File: config.mk
export PLATFORM = sky130hd
export DESIGN_NAME = bs_rotate_right
export DESIGN_NICKNAME = d
export VERILOG_FILES = /design/src/rtl/bs_rotate_right.sv
export SDC_FILE = /design/constraint.sdc
export NUM_CORES = 1
export LEC_CHECK = 0
export CAP_MARGIN = 20
export CORE_AREA = 2 2 39 41
export CTS_CLUSTER_DIAMETER = 120
export DETAILED_ROUTE_END_ITERATION = 8
export DIE_AREA = 0 0 41 43
export MAX_ROUTING_LAYER = met4
export SYNTH_ARGS = -nofsm -noshare
export SYNTH_HDL_FRONTEND = slang
export SYNTH_SLANG_ARGS = --single-unit
export TNS_END_PERCENT = 10
File: constraint.sdc
create_clock -name i_clk -period 0.8 [get_ports i_clk]
set_input_delay 0.16 -clock i_clk [delete_from_list [all_inputs] [get_ports i_clk]]
set_output_delay 0.16 -clock i_clk [all_outputs]
set_load 0.1 [all_outputs]
File: src/rtl/bs_rotate_right.sv
// -----------------------------------------------------------------------------
// bs_rotate_right
//   Registered rotate-right built as a logarithmic barrel shifter. Stage s
//   rotates its input right by 2^s positions when i_k[s] is set and passes the
//   data through unchanged otherwise. The final stage output is captured in the
//   output register whenever i_vld is high, giving a fixed one-cycle latency.
//
// Parameters
//   WIDTH : data width, a power of two, 2 or greater
//   SHW   : width of the rotate amount, defaults to $clog2(WIDTH)
//
// Ports
//   i_clk  in   1      rising-edge clock
//   i_rst  in   1      asynchronous active-high reset
//   i_vld  in   1      i_A / i_k valid this cycle
//   i_A    in   WIDTH  data word to rotate
//   i_k    in   SHW    rotate-right amount (taken modulo WIDTH)
//   o_Y    out  WIDTH  registered rotated result
//   o_vld  out  1      o_Y holds a result captured on the previous edge
// -----------------------------------------------------------------------------
module bs_rotate_right #(
  parameter int unsigned WIDTH = 4,
  parameter int unsigned SHW   = $clog2(WIDTH)
) (
  input  logic             i_clk,
  input  logic             i_rst,
  input  logic             i_vld,
  input  logic [WIDTH-1:0] i_A,
  input  logic [SHW-1:0]   i_k,
  output logic [WIDTH-1:0] o_Y,
  output logic             o_vld
);

  // stage_s[0] is the raw input; stage_s[SHW] is the fully rotated word.
  logic [WIDTH-1:0] stage_s [0:SHW];

  logic [WIDTH-1:0] y_d;
  logic [WIDTH-1:0] y_q;
  logic             vld_d;
  logic             vld_q;

  assign stage_s[0] = i_A;

  for (genvar s = 0; s < SHW; s++) begin : g_stage
    // Reducing the stage amount modulo WIDTH keeps any extra high bits of
    // i_k legal: they simply rotate by a full multiple of WIDTH.
    localparam int unsigned AMT = (32'd1 << s) % WIDTH;

    logic [WIDTH-1:0] rot_s;

    for (genvar i = 0; i < WIDTH; i++) begin : g_bit
      // Rotate right: result bit i takes source bit (i + AMT) mod WIDTH, so
      // low bits wrap around into the top of the word.
      localparam int unsigned SRC = (i + AMT) % WIDTH;
      assign rot_s[i] = stage_s[s][SRC];
    end

    assign stage_s[s+1] = i_k[s] ? rot_s : stage_s[s];
  end

  // Next-state: load a new result on valid, otherwise hold and drop valid.
  // Holding y_q (rather than muxing in the datapath) keeps unknown inputs out
  // of the register while i_vld is low.
  always_comb begin
    y_d   = y_q;
    vld_d = 1'b0;
    if (i_vld) begin
      y_d   = stage_s[SHW];
      vld_d = 1'b1;
    end else begin
      y_d   = y_q;
      vld_d = 1'b0;
    end
  end

  // Output registers with asynchronous clear; reset discards any in-flight
  // result and release alone never raises o_vld.
  always_ff @(posedge i_clk or posedge i_rst) begin
    if (i_rst) begin
      y_q   <= {WIDTH{1'b0}};
      vld_q <= 1'b0;
    end else begin
      y_q   <= y_d;
      vld_q <= vld_d;
    end
  end

  assign o_Y   = y_q;
  assign o_vld = vld_q;

endmodule

==> results.tsv <==
stage	metric	value	unit
yosys	synth_seq_cells	5	
sta	slew_headroom	83.2	%
pwr	leakagePower	0.000233	uW
sta	setup_viol	6	
yosys	synth_largest_area_cell	dfrtp_1	
sta	drv_slew	0	
sta	layout_worst_path_cycle_share	135	%
global_route	grt-ovfl-total	0	
floorplan	fp.coreArea	0.00138	sq mm
floorplan	io_pins	14	
setup_path	r2r-start	o_Y[0]	
global_route	grt_usage	10.6	%
status	violations	negative setup slack	
clock_network	insertion_delay	0.24	ns
placement	portBuffers	13	
yosys	yosys.area.top_type_share	50.0	%
floorplan	fp.dieArea	0.00176	sq mm
floorplan	die_h	43	um
global_route	grt_pass1_wl	1130	um
setup_path	crit_path_max_fanout	2	
sta	holdWs	0.102	ns
setup_path	required	0.64	ns
setup_path	worstSetupPathType	reg -> out	
drt	wl_met2	265	um
clock_network	h-tree-depth	1	
global_route	grt_pass1_vias	257	
run	max_cap_violations	0	
drt	via_per_inst	4.21	
setup_path	crit_arrival	0.92	ns
yosys	synthTopCellsByArea	dfrtp_1, mux2i_1, o221ai_1, nand2b_1, buf_6	
sta	finClkSkew	0	ns
drt	drcViolationCount	0	
setup_path	crit_chain	buf_12	
drt	dr_total_vias	223	
floorplan	num_rows	14	
clock_network	cts_inserted_buffers	3	
yosys	yosys_warnings	0	
drt	dr.pass1.iters	3	
sta	max_freq	927	MHz
setup_path	crit_path_start	o_Y[3]	
status	status	finished, violations left	
pwr	power_density	2170	mW/mm^2
yosys	syn_inst	21	
drt	postRouteAntennaNets	0	
setup_path	path_depth	1	
drt	top_layer	met3	
yosys	seq_area_frac_synth	50.0	%
yosys	synthFlopType	dfrtp_1	
setup_path	critical-path-slowest-cell	dfrtp_4	
setup_path	endpoint	o_Y[3]	
yosys	avgSynthCellArea	11.9	sq um
clock_network	cts_buffer_depth	2	
min_path	hold_path_class	in -> async	
setup_path	r2r_cells	2	
drt	wl_met1	268	um
drt	wl	623	um
floorplan	start_util	18.1	%
sta	fin_tns_setup	-1.31	ns
placement	place.gp.congestion	0.656	
sta	timing_hold_violations_final	0	
finish	layout-drive-gt1-share	40.5	%
global_route	grt_max_degree	8	
floorplan	dieWidth	41	um
yosys	synth_common_cells	dfrtp_1, nand2b_1, mux2i_1, o221ai_1	
setup_path	cpPeakStageDelay	0.49	ns
finish	syn2layout_area_growth	98.0	%
yosys	async_flop_share	100	%
drt	first_iter_violations	5	
pwr	irDropWorstVdd	0.00134	V
setup_path	rr_endpoint	o_Y[0]	
yosys	synth.cell_area	250	sq um
finish	fillers	139	
clock_network	clock_sinks	5	
clock_network	cts_tree	yes	
clock_network	cts_hold_buf	0	
clock_network	clkTransAtPathRegs	0.05	ns
finish	nets	47	
global_route	antenna_found_initial	0	
sta	rsz0062_at_grt	yes	
sta	fin_crit	1.08	ns
setup_path	cp-end-kind	output port	
yosys	syn_nets	30	
setup_path	reg2reg_setup_slack	-0.05	ns
sta	tightest_slew	0.252	ns
yosys	synth_edf_count	0	
setup_path	startpoint_type	register	
setup_path	path_buf_inv	1	
finish	diodes	0	
clock_network	ctsRootBufferMaster	clkbuf_4	
sta	finalWorstSetupSlack	-0.279	ns
drt	wire_per_inst	11.8	um
clock_network	postCtsSetupBuffers	0	
drt	wl_met3	89	um
setup_path	path_delay_family	flip-flops	
yosys	ys_types	7	
metrics by stage:
step	total power, uW	setup WS [ns]	utilization, %	instances	instance area [sq um]
after global routing	1130	-0.307	35.8	53	495
after floorplan	587	-0.144	-	21	267
after CTS	1090	-0.288	35.0	53	484
final	1080	-0.279	35.8	53	495
after detailed placement	776	-0.527	32.9	49	455
after global placement	777	-0.511	32.9	49	455
cell type report:
class	count	area (sq um)	area share, %
well taps	16	20.0	4.04
inverters	1	3.75	0.758
multi-input cells	14	121	24.5
repair buffers	13	183	36.9
flip-flops and latches	5	141	28.5
clock buffers	4	26.3	5.30
placed cells by master (no fill, tap or decap):
cell / instances
buf_12: 5
nand2b_1: 4
o221ai_1: 4
dlygate4sd2_1: 4
dfrtp_4: 4
mux2i_1: 3
clkbuf_4: 3
dlymetal6s2s_1: 3
nand2b_4: 1
nand2_1: 1
mux2i_2: 1
inv_1: 1
clkbuf_1: 1
clkdlybuf4s50_1: 1
dfrtp_2: 1
layer usage:
layer	global-route usage (%)	up-vias
li1	-	109
met1	13.2	101
met2	12.8	13
met3	9.42	0
met4	2.00	0
met5	-	-
worst min path at each step:
| stage | from | to |
|---|---|---|
| final | i_rst | o_Y[3] |
| after global routing | i_rst | o_Y[3] |
| after CTS | i_rst | o_Y[3] |
| after detailed placement | i_rst | o_Y[1] |
| after global placement | i_rst | o_Y[3] |
| after floorplan | i_rst | o_Y[0] |
flip-flops by register name (all words and copies together), names as in the netlist:
| name | flops |
|---|---|
| o_Y | 4 |
| o_vld | 1 |
timing repair:
action / CTS / global route
pin swaps: 2 / 1
gates resized for setup: 5 / 4
endpoints found under the setup margin: 9 / 9
power breakdown:
part           total (uW)  internal, uW  switching, uW
logic                 438           168            270
registers             331           299           31.8
clock network         308           189            118
total                1080           656            420
logic make-up (layout without fill, tap and decap cells):
logic type             after synthesis  in the layout  synth area share [%]
buffers and inverters                2             18                  6.00
muxes                                4              4                  16.0
DFF                                  5              5                  50.0
and+or+nand+nor                      6              6                  14.0
AOI/OAI and AO/OA                    4              4                  14.0
Note: power is estimated with default switching activity, not from simulation.
